<file path="src/rtl/ap_mem_pkg.sv">
// Shared memory-interface definitions: state codes decoded by data_cache and burst constants.
package ap_mem_pkg;

  localparam int CNT_WIDTH = 10;

  // Code 9 is decoded directly by data_cache; keep the encoding fixed.
  typedef enum logic [3:0] {
    IDLE                 = 4'd0,
    MEM_READ_DATA        = 4'd2,
    MEM_READ_JMP         = 4'd3,
    MEM_WAIT_RELEASE     = 4'd8,
    MEM_WRITE_DATA_STORE = 4'd9
  } mem_state_e;

  localparam logic [CNT_WIDTH-1:0] JMP_BURST_LEN       = 10'd1;
  localparam logic [CNT_WIDTH-1:0] RD_CNT_PRELOAD_DATA = 10'd1;
  localparam logic [CNT_WIDTH-1:0] RD_CNT_PRELOAD_JMP  = 10'd0;
  localparam logic [CNT_WIDTH-1:0] RD_CNT_PRELOAD_WR   = 10'd0;

endpackage

</file>
<file path="src/rtl/ddr_cache_interface_if.sv">
// Cache-side and DDR-controller-side signals of the cache/DDR bridge.
interface ddr_cache_interface_if #(
  parameter int DATA_WIDTH     = 16,
  parameter int DDR_ADDR_WIDTH = 28
);
  // cache side
  logic                      DATA_read_req;
  logic                      DATA_store_req;
  logic                      JMP_ADDR_read_req;
  logic [DDR_ADDR_WIDTH-1:0] DATA_read_addr;
  logic [DDR_ADDR_WIDTH-1:0] DATA_write_addr;
  logic [DATA_WIDTH-1:0]     DATA_to_ddr;
  logic [DATA_WIDTH-1:0]     DATA_to_cache;
  logic [DDR_ADDR_WIDTH-1:0] JMP_ADDR_to_cache;
  logic [9:0]                rd_cnt_data;
  logic                      rd_burst_data_valid;
  logic                      wr_burst_data_req;
  logic [3:0]                state_interface_module;
  // controller side
  logic                      rd_burst_req;
  logic                      wr_burst_req;
  logic [9:0]                rd_burst_len;
  logic [9:0]                wr_burst_len;
  logic [DDR_ADDR_WIDTH-1:0] rd_burst_addr;
  logic [DDR_ADDR_WIDTH-1:0] wr_burst_addr;
  logic                      rd_burst_data_valid_in;
  logic [DATA_WIDTH-1:0]     rd_burst_data_in;
  logic                      rd_burst_finish;
  logic                      wr_burst_finish;
  logic                      wr_burst_data_req_in;
  logic [DATA_WIDTH-1:0]     wr_burst_data_out;

  modport slave (
    input  DATA_read_req, DATA_store_req, JMP_ADDR_read_req,
    input  DATA_read_addr, DATA_write_addr, DATA_to_ddr,
    output DATA_to_cache, JMP_ADDR_to_cache, rd_cnt_data, rd_burst_data_valid,
    output wr_burst_data_req, state_interface_module,
    output rd_burst_req, wr_burst_req, rd_burst_len, wr_burst_len,
    output rd_burst_addr, wr_burst_addr, wr_burst_data_out,
    input  rd_burst_data_valid_in, rd_burst_data_in,
    input  rd_burst_finish, wr_burst_finish, wr_burst_data_req_in
  );

  modport master (
    output DATA_read_req, DATA_store_req, JMP_ADDR_read_req,
    output DATA_read_addr, DATA_write_addr, DATA_to_ddr,
    input  DATA_to_cache, JMP_ADDR_to_cache, rd_cnt_data, rd_burst_data_valid,
    input  wr_burst_data_req, state_interface_module,
    input  rd_burst_req, wr_burst_req, rd_burst_len, wr_burst_len,
    input  rd_burst_addr, wr_burst_addr, wr_burst_data_out,
    output rd_burst_data_valid_in, rd_burst_data_in,
    output rd_burst_finish, wr_burst_finish, wr_burst_data_req_in
  );
endinterface

</file>
<file path="src/rtl/burst_beat_counter.sv">
// Beat counter with preload, increment and saturation at all-ones.
module burst_beat_counter #(
  parameter int WIDTH = 10
) (
  input  logic             clk,
  input  logic             rst,
  input  logic             preload_i,
  input  logic [WIDTH-1:0] preload_val_i,
  input  logic             inc_i,
  output logic [WIDTH-1:0] cnt_o
);

  logic [WIDTH-1:0] cnt_q, cnt_d;

  always_comb begin
    cnt_d = cnt_q;
    if (preload_i) begin
      cnt_d = preload_val_i;
    end else if (inc_i && (cnt_q != {WIDTH{1'b1}})) begin
      cnt_d = cnt_q + 1'b1;
    end
  end

  always_ff @(posedge clk or negedge rst) begin
    if (!rst) begin
      cnt_q <= '0;
    end else begin
      cnt_q <= cnt_d;
    end
  end

  assign cnt_o = cnt_q;

endmodule

</file>
<file path="src/rtl/ddr_cache_interface.sv">
// Arbitrates data_cache load/store/jump requests and turns each grant into one DDR burst.
module ddr_cache_interface
  import ap_mem_pkg::*;
#(
  parameter int DATA_WIDTH       = 16,
  parameter int DATA_CACHE_DEPTH = 16,
  parameter int DDR_ADDR_WIDTH   = 28
) (
  input logic                 clk,
  input logic                 rst,
  ddr_cache_interface_if.slave bus
);

  localparam logic [CNT_WIDTH-1:0] DATA_BURST_LEN = CNT_WIDTH'(DATA_CACHE_DEPTH);

  mem_state_e                state_q, state_d;
  logic                      rd_req_q, rd_req_d;
  logic                      wr_req_q, wr_req_d;
  logic [CNT_WIDTH-1:0]      rd_len_q, rd_len_d;
  logic [CNT_WIDTH-1:0]      wr_len_q, wr_len_d;
  logic [DDR_ADDR_WIDTH-1:0] rd_addr_q, rd_addr_d;
  logic [DDR_ADDR_WIDTH-1:0] wr_addr_q, wr_addr_d;
  logic [DATA_WIDTH-1:0]     data_to_cache_q, data_to_cache_d;
  logic                      rd_valid_q, rd_valid_d;
  logic [DDR_ADDR_WIDTH-1:0] jmp_addr_q, jmp_addr_d;

  logic                      beat_ok;
  logic                      cnt_preload;
  logic [CNT_WIDTH-1:0]      cnt_preload_val;
  logic [CNT_WIDTH-1:0]      rd_cnt;

  // Beats outside a read state are dropped entirely, including the counter.
  assign beat_ok = bus.rd_burst_data_valid_in &&
                   ((state_q == MEM_READ_DATA) || (state_q == MEM_READ_JMP));

  always_comb begin
    state_d         = state_q;
    rd_req_d        = rd_req_q;
    wr_req_d        = wr_req_q;
    rd_len_d        = rd_len_q;
    wr_len_d        = wr_len_q;
    rd_addr_d       = rd_addr_q;
    wr_addr_d       = wr_addr_q;
    jmp_addr_d      = jmp_addr_q;
    cnt_preload     = 1'b0;
    cnt_preload_val = '0;
    rd_valid_d      = beat_ok;
    data_to_cache_d = beat_ok ? bus.rd_burst_data_in : data_to_cache_q;

    unique case (state_q)
      IDLE: begin
        if (bus.DATA_store_req) begin
          wr_addr_d       = bus.DATA_write_addr;
          wr_len_d        = DATA_BURST_LEN;
          wr_req_d        = 1'b1;
          cnt_preload     = 1'b1;
          cnt_preload_val = RD_CNT_PRELOAD_WR;
          state_d         = MEM_WRITE_DATA_STORE;
        end else if (bus.DATA_read_req) begin
          rd_addr_d       = bus.DATA_read_addr;
          rd_len_d        = DATA_BURST_LEN;
          rd_req_d        = 1'b1;
          cnt_preload     = 1'b1;
          cnt_preload_val = RD_CNT_PRELOAD_DATA;
          state_d         = MEM_READ_DATA;
        end else if (bus.JMP_ADDR_read_req) begin
          rd_addr_d       = bus.DATA_read_addr;
          rd_len_d        = JMP_BURST_LEN;
          rd_req_d        = 1'b1;
          cnt_preload     = 1'b1;
          cnt_preload_val = RD_CNT_PRELOAD_JMP;
          jmp_addr_d      = '0;
          state_d         = MEM_READ_JMP;
        end
      end
      MEM_READ_DATA: begin
        if (bus.rd_burst_finish) begin
          rd_req_d = 1'b0;
          state_d  = MEM_WAIT_RELEASE;
        end
      end
      MEM_READ_JMP: begin
        if (beat_ok) begin
          jmp_addr_d = DDR_ADDR_WIDTH'(bus.rd_burst_data_in);
        end
        if (bus.rd_burst_finish) begin
          rd_req_d = 1'b0;
          state_d  = MEM_WAIT_RELEASE;
        end
      end
      MEM_WRITE_DATA_STORE: begin
        if (bus.wr_burst_finish) begin
          wr_req_d = 1'b0;
          state_d  = MEM_WAIT_RELEASE;
        end
      end
      MEM_WAIT_RELEASE: begin
        // Hold until the cache has left its load/store state, else we would re-issue.
        if (!bus.DATA_store_req && !bus.DATA_read_req && !bus.JMP_ADDR_read_req) begin
          state_d = IDLE;
        end
      end
      default: state_d = IDLE;
    endcase
  end

  always_ff @(posedge clk or negedge rst) begin
    if (!rst) begin
      state_q         <= IDLE;
      rd_req_q        <= 1'b0;
      wr_req_q        <= 1'b0;
      rd_len_q        <= '0;
      wr_len_q        <= '0;
      rd_addr_q       <= '0;
      wr_addr_q       <= '0;
      data_to_cache_q <= '0;
      rd_valid_q      <= 1'b0;
      jmp_addr_q      <= '0;
    end else begin
      state_q         <= state_d;
      rd_req_q        <= rd_req_d;
      wr_req_q        <= wr_req_d;
      rd_len_q        <= rd_len_d;
      wr_len_q        <= wr_len_d;
      rd_addr_q       <= rd_addr_d;
      wr_addr_q       <= wr_addr_d;
      data_to_cache_q <= data_to_cache_d;
      rd_valid_q      <= rd_valid_d;
      jmp_addr_q      <= jmp_addr_d;
    end
  end

  burst_beat_counter #(.WIDTH(CNT_WIDTH)) u_rd_cnt (
    .clk           (clk),
    .rst           (rst),
    .preload_i     (cnt_preload),
    .preload_val_i (cnt_preload_val),
    .inc_i         (beat_ok),
    .cnt_o         (rd_cnt)
  );

  assign bus.state_interface_module = state_q;
  assign bus.rd_burst_req           = rd_req_q;
  assign bus.wr_burst_req           = wr_req_q;
  assign bus.rd_burst_len           = rd_len_q;
  assign bus.wr_burst_len           = wr_len_q;
  assign bus.rd_burst_addr          = rd_addr_q;
  assign bus.wr_burst_addr          = wr_addr_q;
  assign bus.DATA_to_cache          = data_to_cache_q;
  assign bus.rd_burst_data_valid    = rd_valid_q;
  assign bus.JMP_ADDR_to_cache      = jmp_addr_q;
  assign bus.rd_cnt_data            = rd_cnt;
  assign bus.wr_burst_data_req      = (state_q == MEM_WRITE_DATA_STORE) && bus.wr_burst_data_req_in;
  assign bus.wr_burst_data_out      = bus.DATA_to_ddr;

endmodule

</file>
<file path="src/flat_wrapper.sv">
// flat-port wrapper written by rule: the top's interface ports become plain ports
module ddr_cache_interface_flat import ap_mem_pkg::*;
#(
  parameter int DATA_WIDTH       = 16,
  parameter int DATA_CACHE_DEPTH = 16,
  parameter int DDR_ADDR_WIDTH   = 28
)
  (clk, rst, bus_DATA_read_req, bus_DATA_store_req, bus_JMP_ADDR_read_req, bus_DATA_read_addr, bus_DATA_write_addr, bus_DATA_to_ddr, bus_DATA_to_cache, bus_JMP_ADDR_to_cache, bus_rd_cnt_data, bus_rd_burst_data_valid, bus_wr_burst_data_req, bus_state_interface_module, bus_rd_burst_req, bus_wr_burst_req, bus_rd_burst_len, bus_wr_burst_len, bus_rd_burst_addr, bus_wr_burst_addr, bus_wr_burst_data_out, bus_rd_burst_data_valid_in, bus_rd_burst_data_in, bus_rd_burst_finish, bus_wr_burst_finish, bus_wr_burst_data_req_in);
  ddr_cache_interface_if #(.DATA_WIDTH(DATA_WIDTH), .DDR_ADDR_WIDTH(DDR_ADDR_WIDTH)) bus_i ();
  input logic clk;
  input logic rst;
  input wire logic [$bits(bus_i.DATA_read_req)-1:0] bus_DATA_read_req;
  input wire logic [$bits(bus_i.DATA_store_req)-1:0] bus_DATA_store_req;
  input wire logic [$bits(bus_i.JMP_ADDR_read_req)-1:0] bus_JMP_ADDR_read_req;
  input wire logic [$bits(bus_i.DATA_read_addr)-1:0] bus_DATA_read_addr;
  input wire logic [$bits(bus_i.DATA_write_addr)-1:0] bus_DATA_write_addr;
  input wire logic [$bits(bus_i.DATA_to_ddr)-1:0] bus_DATA_to_ddr;
  output wire logic [$bits(bus_i.DATA_to_cache)-1:0] bus_DATA_to_cache;
  output wire logic [$bits(bus_i.JMP_ADDR_to_cache)-1:0] bus_JMP_ADDR_to_cache;
  output wire logic [$bits(bus_i.rd_cnt_data)-1:0] bus_rd_cnt_data;
  output wire logic [$bits(bus_i.rd_burst_data_valid)-1:0] bus_rd_burst_data_valid;
  output wire logic [$bits(bus_i.wr_burst_data_req)-1:0] bus_wr_burst_data_req;
  output wire logic [$bits(bus_i.state_interface_module)-1:0] bus_state_interface_module;
  output wire logic [$bits(bus_i.rd_burst_req)-1:0] bus_rd_burst_req;
  output wire logic [$bits(bus_i.wr_burst_req)-1:0] bus_wr_burst_req;
  output wire logic [$bits(bus_i.rd_burst_len)-1:0] bus_rd_burst_len;
  output wire logic [$bits(bus_i.wr_burst_len)-1:0] bus_wr_burst_len;
  output wire logic [$bits(bus_i.rd_burst_addr)-1:0] bus_rd_burst_addr;
  output wire logic [$bits(bus_i.wr_burst_addr)-1:0] bus_wr_burst_addr;
  output wire logic [$bits(bus_i.wr_burst_data_out)-1:0] bus_wr_burst_data_out;
  input wire logic [$bits(bus_i.rd_burst_data_valid_in)-1:0] bus_rd_burst_data_valid_in;
  input wire logic [$bits(bus_i.rd_burst_data_in)-1:0] bus_rd_burst_data_in;
  input wire logic [$bits(bus_i.rd_burst_finish)-1:0] bus_rd_burst_finish;
  input wire logic [$bits(bus_i.wr_burst_finish)-1:0] bus_wr_burst_finish;
  input wire logic [$bits(bus_i.wr_burst_data_req_in)-1:0] bus_wr_burst_data_req_in;
  assign bus_i.DATA_read_req = bus_DATA_read_req;
  assign bus_i.DATA_store_req = bus_DATA_store_req;
  assign bus_i.JMP_ADDR_read_req = bus_JMP_ADDR_read_req;
  assign bus_i.DATA_read_addr = bus_DATA_read_addr;
  assign bus_i.DATA_write_addr = bus_DATA_write_addr;
  assign bus_i.DATA_to_ddr = bus_DATA_to_ddr;
  assign bus_DATA_to_cache = bus_i.DATA_to_cache;
  assign bus_JMP_ADDR_to_cache = bus_i.JMP_ADDR_to_cache;
  assign bus_rd_cnt_data = bus_i.rd_cnt_data;
  assign bus_rd_burst_data_valid = bus_i.rd_burst_data_valid;
  assign bus_wr_burst_data_req = bus_i.wr_burst_data_req;
  assign bus_state_interface_module = bus_i.state_interface_module;
  assign bus_rd_burst_req = bus_i.rd_burst_req;
  assign bus_wr_burst_req = bus_i.wr_burst_req;
  assign bus_rd_burst_len = bus_i.rd_burst_len;
  assign bus_wr_burst_len = bus_i.wr_burst_len;
  assign bus_rd_burst_addr = bus_i.rd_burst_addr;
  assign bus_wr_burst_addr = bus_i.wr_burst_addr;
  assign bus_wr_burst_data_out = bus_i.wr_burst_data_out;
  assign bus_i.rd_burst_data_valid_in = bus_rd_burst_data_valid_in;
  assign bus_i.rd_burst_data_in = bus_rd_burst_data_in;
  assign bus_i.rd_burst_finish = bus_rd_burst_finish;
  assign bus_i.wr_burst_finish = bus_wr_burst_finish;
  assign bus_i.wr_burst_data_req_in = bus_wr_burst_data_req_in;
  ddr_cache_interface #(.DATA_WIDTH(DATA_WIDTH), .DATA_CACHE_DEPTH(DATA_CACHE_DEPTH), .DDR_ADDR_WIDTH(DDR_ADDR_WIDTH)) u_core (.clk(clk), .rst(rst), .bus(bus_i));
endmodule
</file>
<file path="config.mk">
export PLATFORM = sky130hd
export DESIGN_NAME = ddr_cache_interface_flat
export DESIGN_NICKNAME = d
export VERILOG_FILES = /design/src/rtl/ap_mem_pkg.sv /design/src/rtl/ddr_cache_interface_if.sv /design/src/rtl/burst_beat_counter.sv /design/src/rtl/ddr_cache_interface.sv /design/src/flat_wrapper.sv
export SDC_FILE = /design/constraint.sdc
export NUM_CORES = 1
export LEC_CHECK = 0
export ABC_AREA = 1
export CORE_ASPECT_RATIO = 0.75
export CORE_MARGIN = 5
export CORE_UTILIZATION = 41
export DETAILED_ROUTE_END_ITERATION = 10
export PLACE_DENSITY = 0.82
export SYNTH_ARGS = -nofsm -noshare
export SYNTH_HDL_FRONTEND = slang
export SYNTH_HIERARCHICAL = 1
export SYNTH_SLANG_ARGS = --single-unit
</file>
<file path="constraint.sdc">
create_clock -name clk -period 2 [get_ports clk]
set_clock_uncertainty 0.1 [all_clocks]
set_input_delay 0.3 -clock clk [delete_from_list [all_inputs] [get_ports clk]]
set_output_delay 0.3 -clock clk [all_outputs]
set_load 0.01 [all_outputs]
</file>
==> results of run 1 <==
[cell families after synthesis]
family / after synthesis / synth area share
DFF: 107 / 0.532
adders and majority gates: 1 / 0.00249
AOI/OAI and AO/OA: 27 / 0.0279
xor gates and xnor gates: 3 / 0.00522
other: 1 / 0.000745
buffers and inverters: 100 / 0.119
and+or+nand+nor: 374 / 0.312
[cells in the mapped netlist, types with 3 or more instances]
| cell type | instances | area share |
|---|---|---|
| nand2_2 | 3 | 0.0037 |
| nand2_1 | 270 | 0.20 |
| a21oi_1 | 3 | 0.0030 |
| inv_2 | 5 | 0.0037 |
| nand3_1 | 55 | 0.055 |
| nand4_1 | 17 | 0.021 |
| nor2_1 | 17 | 0.013 |
| o21ai_1 | 17 | 0.017 |
| dfrtp_1 | 107 | 0.53 |
| nor2_2 | 5 | 0.0062 |
| inv_1 | 19 | 0.014 |
| o21ai_0 | 5 | 0.0050 |
| buf_2 | 12 | 0.012 |
| buf_4 | 52 | 0.078 |
| clkbuf_1 | 8 | 0.0060 |
[sequential cells by signal, summed over array words and instances, names as in the netlist]
register	count
u_core/bus.DATA_to_cache	16
u_core/bus.JMP_ADDR_to_cache	16
u_core/bus.rd_burst_addr	28
u_core/bus.rd_burst_data_valid	1
u_core/bus.rd_burst_len	2
u_core/bus.rd_burst_req	1
u_core/bus.state_interface_module	3
u_core/bus.wr_burst_addr	28
u_core/bus.wr_burst_len	1
u_core/bus.wr_burst_req	1
u_core/u_rd_cnt/cnt_o	10
[metrics by stage]
stage / setup TNS [ps] / power (W) / std cells / setup slack (ps)
3_5_place_dp: -26.5 / 0.00873 / 959 / -13.8
2_1_floorplan: 0 / 0.00606 / 651 / 361
3_3_place_gp: 0 / 0.00863 / 959 / 46.0
4_1_cts: 0 / 0.0108 / 975 / 16.6
6_report: 0 / 0.0107 / 975 / 80.7
5_1_grt: 0 / 0.0115 / 975 / 27.8
[cells in the final DEF (no fill, tap or decap)]
master	synthesis	routed
a21oi_1	3	3
buf_12	0	4
xnor2_1	1	1
nor2_2	5	5
clkbuf_16	0	9
inv_1	19	19
nor3_4	0	1
nand2_1	270	270
nand3b_1	1	1
dfrtp_1	107	107
o21bai_1	1	1
o21ai_1	17	17
nand3_2	2	2
inv_2	5	5
ha_1	1	1
clkdlybuf4s50_1	0	185
conb_1	1	39
clkinv_4	0	1
or2_2	2	2
nand2_2	3	3
buf_6	2	2
nand4_1	17	17
dlygate4sd3_1	0	1
nor2_1	17	16
clkinv_2	0	1
o21a_1	1	1
bufinv_16	0	3
dlygate4sd2_1	0	2
nand3_1	55	55
buf_4	52	25
nor2_4	1	2
o21ai_0	5	5
xor2_1	2	2
clkinv_1	1	1
[report_power, final]
part | switching [W] | total [W] | internal [W]
combinational | 0.00260 | 0.00512 | 0.00253
clock | 0.000770 | 0.00198 | 0.00121
sequential | 0.000558 | 0.00359 | 0.00304
[critical path, cell delays in order (launching register included)]
cell,delay [ps]
dfrtp_1,400
buf_6,210
clkdlybuf4s50_1,570
[repair_timing]
item                                   CTS  global route
hold buffers                             1             0
setup endpoints to repair                2             4
setup buffers                            1             0
endpoints found under the hold margin   29             0
gates resized for setup                  4             2
[final timing paths]
| kind | start | to | depth (start not counted) |
|---|---|---|---|
| min | rst | u_core/bus.wr_burst_addr[24] | 2 |
| max | u_core/bus.state_interface_module[0] | bus_state_interface_module[0] | 2 |
| max reg2reg | u_core/bus.state_interface_module[3] | u_core/bus.JMP_ADDR_to_cache[12] | 10 |
| min in group clk | u_core/bus.rd_burst_addr[15] | u_core/bus.rd_burst_addr[15] | 2 |
| max in group asynchronous | rst | u_core/bus.JMP_ADDR_to_cache[14] | 3 |
| min reg2reg | u_core/bus.rd_burst_addr[15] | u_core/bus.rd_burst_addr[15] | 2 |
[layer usage]
layer  part of all wire  global-route usage
met1               0.43               0.253
met2               0.46               0.295
met3              0.098              0.0639
met4              0.012              0.0402
met5                  0                   0
[area by class of cell]
type	instances	area, sq um	share of cell area
inverter	25	93.8	0.0127
sequential	107	2680	0.362
clock inverter	5	104	0.0141
tap	166	208	0.0281
timing repair buffer	219	2170	0.294
multi-input combinational	444	1910	0.258
clock buffer	9	225	0.0305
==> results.md, run 1 <==
- Reg2Reg Setup Slack: between 150 and 200 ps
- H-tree depth: 3
- Starting Density: 0.415
- Die Ht: roughly 110 um
- CTS tree: yes
- Worst EP required: roughly 1600 ps
- Post-Synthesis Cells: 613
- Filler instances: 1,059
- Post-route ant nets: 0
- RSZ-0062 raised after global routing: false
- CTS clk-pin slew, worst paths: roughly 70 ps
- CP Launch Type: flop
- Clock sink count: 107
- GR Util All Layers: 0.188
- DRT Pass-1 Iters: 4
- Hold Crit Class: in2async
- Main synth FF type: dfrtp_1
- Arrival time of the worst setup path: approximately 1500 ps
- Warnings from Yosys: 6
- Port Buffers: roughly 190
- Clk Latency, worst-skew pair: ~330 ps
- Initial antenna violation count: 0
- Syn Area/Cell: roughly 8 sq um
- Ys async rst share: 1.00
- Mapped Area: 5030 sq um
- Setup Crit Path Kind: reg2out
- First-pass GRT wire length: approximately 22,000 um
- CP endpoint kind: output port
- Final-report setup violation count: 0
- Pin count of the biggest net entering global routing: 52
- Min Tclk post-route: roughly 1900 ps
- DRC: 0
- Root Driver: clkbuf_16
- Leak: 3.61 nW
- Final period utilization: 0.960
- GP Congestion: ~0.88
- Antenna Cells: 0
- Post-synthesis cell type count: 29
- Cell Rows: 35
- Cell area after layout: ~7400 sq um
- Register bit count reported by yosys: 107
- Max Fclk: around 520 MHz
- Post-DP Area: ~7000 sq um
- I/O pin total: 251
- Fin Hold WS: between 300 and 400 ps
- Worst VDD drop: a little over 0.7 mV
- Fraction of layout cells with a size suffix above 1: 0.0803
- Status: completed
- PD cells: approximately 1400 nW/um^2
- GRT overflow: 0
- Wire per inst: 14.2 um
- Final WL: around 14,000 um
- Max-cap violation count: 0
- TritonCTS Buffers: 9
- Number of synthesized flops with an enable pin: 0
- Core Region: between 10,000 and 15,000 sq um
- Vias in the first global route: about 4.4k
- Die W: approximately 140 um
- Initial drt markers: 300
- Maximum clock path buffer count: 2
- Vias/cell: around 4.6
- Fin nets: approximately 900
- Via count: about 4.5k
- Crit-path max FO: 19
- Area Overhead vs Synth: 46.8%
- Post-Route Utilization: 0.609
- DP HPWL: 10,200 um
- Final hold viol count: 0
- Slew Limit Fails: 0
- Seq/Total Area, Yosys: 0.532
- Die Area: about 15,000 sq um
(Power assumes the default switching activity.)
==> inputs of run 2 (changes only) <==
Settings changed: CORE_UTILIZATION 41 to 44, PLACE_DENSITY 0.82 to 0.87.
Clock period 2 ns to 2.45 ns, I/O delays scaled along.
==> run 2 against run 1 <==
First-iteration DRC count down 4.3%. Critical path depth is 3 higher. Clock-buffer cell count grew 2. Flip-flop and latch count did not move. Combinational power shrank 22%. Sequential power shrank 18%. Core utilization up 3.8 points. Non-clock buffer count is 14 lower. Die area is 6.3% lower. Register-to-register slack gained 210 ps. Cell count down 3.9%. Worst setup slack better by 46 ps. Largest cell class unchanged.
==> results.md, run 2 (synthesis results as in run 1) <==
- Cell Chain, Critical Path: nand2_1, nor2_1, inv_1, nor2_1, clkdlybuf4s50_1
- CP endpoint kind: output port
- GP Congestion: about 0.82
- Final-report setup violation count: 0
- Min Tclk post-route: 2320 ps
- Initial antenna violation count: 0
- Leak: 3.49 nW
- Sequential share of power: 0.353
- Worst VDD drop: roughly 0.62 mV
- CP Launch Type: flop
- RSZ-0062 raised after global routing: false
- Cts hold-fix bufs: 1
- Die Ht: 103 um
- Port Buffers: ~190
- Post-CTS resize count: 0
- CTS clk-pin slew, worst paths: 70 ps
- Slew Limit Fails: 0
- CP bufs+invs: 2
- Commonest non-fill, non-tap cell in the layout: nand2_1
- CTS tree: yes
- Slowest-stage cell, CP: clkdlybuf4s50_1
- Area Overhead vs Synth: 42.3%
- Final WL: 14,000 um
- Die Area: between 10,000 and 15,000 sq um
- Fin nets: 890
- Crit-path max FO: 5
- PD cells: between 1000 and 1500 nW/um^2
- DP HPWL: about 10,000 um
- Clk Latency, worst-skew pair: roughly 340 ps
- Slew HR: 0.583
- Hold Crit Class: reg2reg
- Post-Route Utilization: 0.647
- Worst-margin pin slew: 625 ps
- Root Driver: clkbuf_16
- Crit path max-delay family: buffers and inverters
- Pin count of the biggest net entering global routing: 48
- Cell Rows: 33
- Worst EP required: 1980 ps
- Max-cap violation count: 0
- Antenna Cells: 0
- Final hold viol count: 0
- Post-route ant nets: 0
- Setup Crit Path Kind: reg2out
- CP max stage delay: ~560 ps
- Starting Density: 0.455
- Sw Share: 0.387
- Vias/cell: slightly below 5
- Status: completed
- Max Fclk: between 400 and 500 MHz
- Via count: 4,538
- CP dominant cell by count: nor2_1
- GRT overflow: 0
- I/O pin total: between 200 and 300
- First-pass GRT wire length: 22,100 um
- Arrival time of the worst setup path: about 1900 ps
- Wire per inst: roughly 15 um
- Comb pwr share: 0.478
- Final period utilization: 0.948
- Post-CTS Setup Bufs: 0
- Total power: roughly 0.0084 W
- H-tree depth: 3
- Setup TNS: 0 ps
- P_sw: around 0.0032 W
- Maximum clock path buffer count: 2
- Filler instances: about 900
- DRT Pass-1 Iters: 7
- DRC: 0
- Cell internal pwr: about 0.0051 W
- Vias in the first global route: about 4.3k
- TritonCTS Buffers: 9
- Cell count after placement: 920
- Final std cells w/o fill: about 940
- Fraction of layout cells with a size suffix above 1: 0.0640
- Core Region: ~11,000 sq um
- Commonest non-fill, non-tap cells in the layout: nand2_1, clkdlybuf4s50_1, dfrtp_1, nand3_1, conb_1
- GR Util All Layers: 0.202
- Initial drt markers: ~290
- Clock sink count: 107
- Die W: between 100 and 150 um
- Clk pwr share: 0.169
==> run 2: path summary, 6_finish.rpt <==
check / start / to / slack, ps / cells after the start
min: u_core/bus.wr_burst_addr[3] / u_core/bus.wr_burst_addr[3] / 370 / 2
max: u_core/bus.state_interface_module[3] / bus_wr_burst_data_req / 130 / 5
max reg2reg: u_core/bus.state_interface_module[0] / u_core/bus.JMP_ADDR_to_cache[12] / 380 / 7
min reg2reg: u_core/bus.wr_burst_addr[3] / u_core/bus.wr_burst_addr[3] / 370 / 2
min in group asynchronous: rst / u_core/bus.DATA_to_cache[5] / 440 / 2
max in group asynchronous: rst / u_core/bus.wr_burst_addr[7] / 1170 / 3
==> run 2: layout make-up <==
cell class	count	area [sq um]	area share
Sequential cell	107	2680	0.374
Timing Repair Buffer	205	2020	0.282
Multi-Input combinational cell	444	1900	0.266
Clock buffer	11	243	0.0339
Tap cell	140	175	0.0245
Inverter	25	93.8	0.0131
Clock inverter	5	46.3	0.00647
==> run 2: power by group through the flow <==
| stage | Sequential (W) | Combinational, W | Clock, W |
|---|---|---|---|
| finish | 0.00296 | 0.00400 | 0.00141 |
| global route | 0.00306 | 0.00440 | 0.00151 |
| CTS | 0.00296 | 0.00403 | 0.00144 |
| detailed placement | 0.00298 | 0.00401 | 0 |
| global placement | 0.00296 | 0.00392 | 0 |
| floorplan | 0.00326 | 0.00169 | 0 |
==> run 2: per-stage QoR <==
stage	setup WS, ps	hold slack (ps)	cell area [sq um]
global placement	325	268	6860
global route	21.1	395	7160
floorplan	811	-28.1	5170
detailed placement	275	268	6860
CTS	119	374	7160
finish	126	372	7160
==> run 2: layer usage <==
layer	GRT usage	wire length [um]	up-vias
met4	0.0253	35	0
met5	0	0	-
li1	-	-	2211
met1	0.262	5990	2130
met3	0.0737	1330	4
met2	0.340	6670	193
==> run 2: tightest hold or removal path: stages, from the launching register on <==
cell and delay [ps]:
dfrtp_1 350, nand2_1 50, nand2_1 40
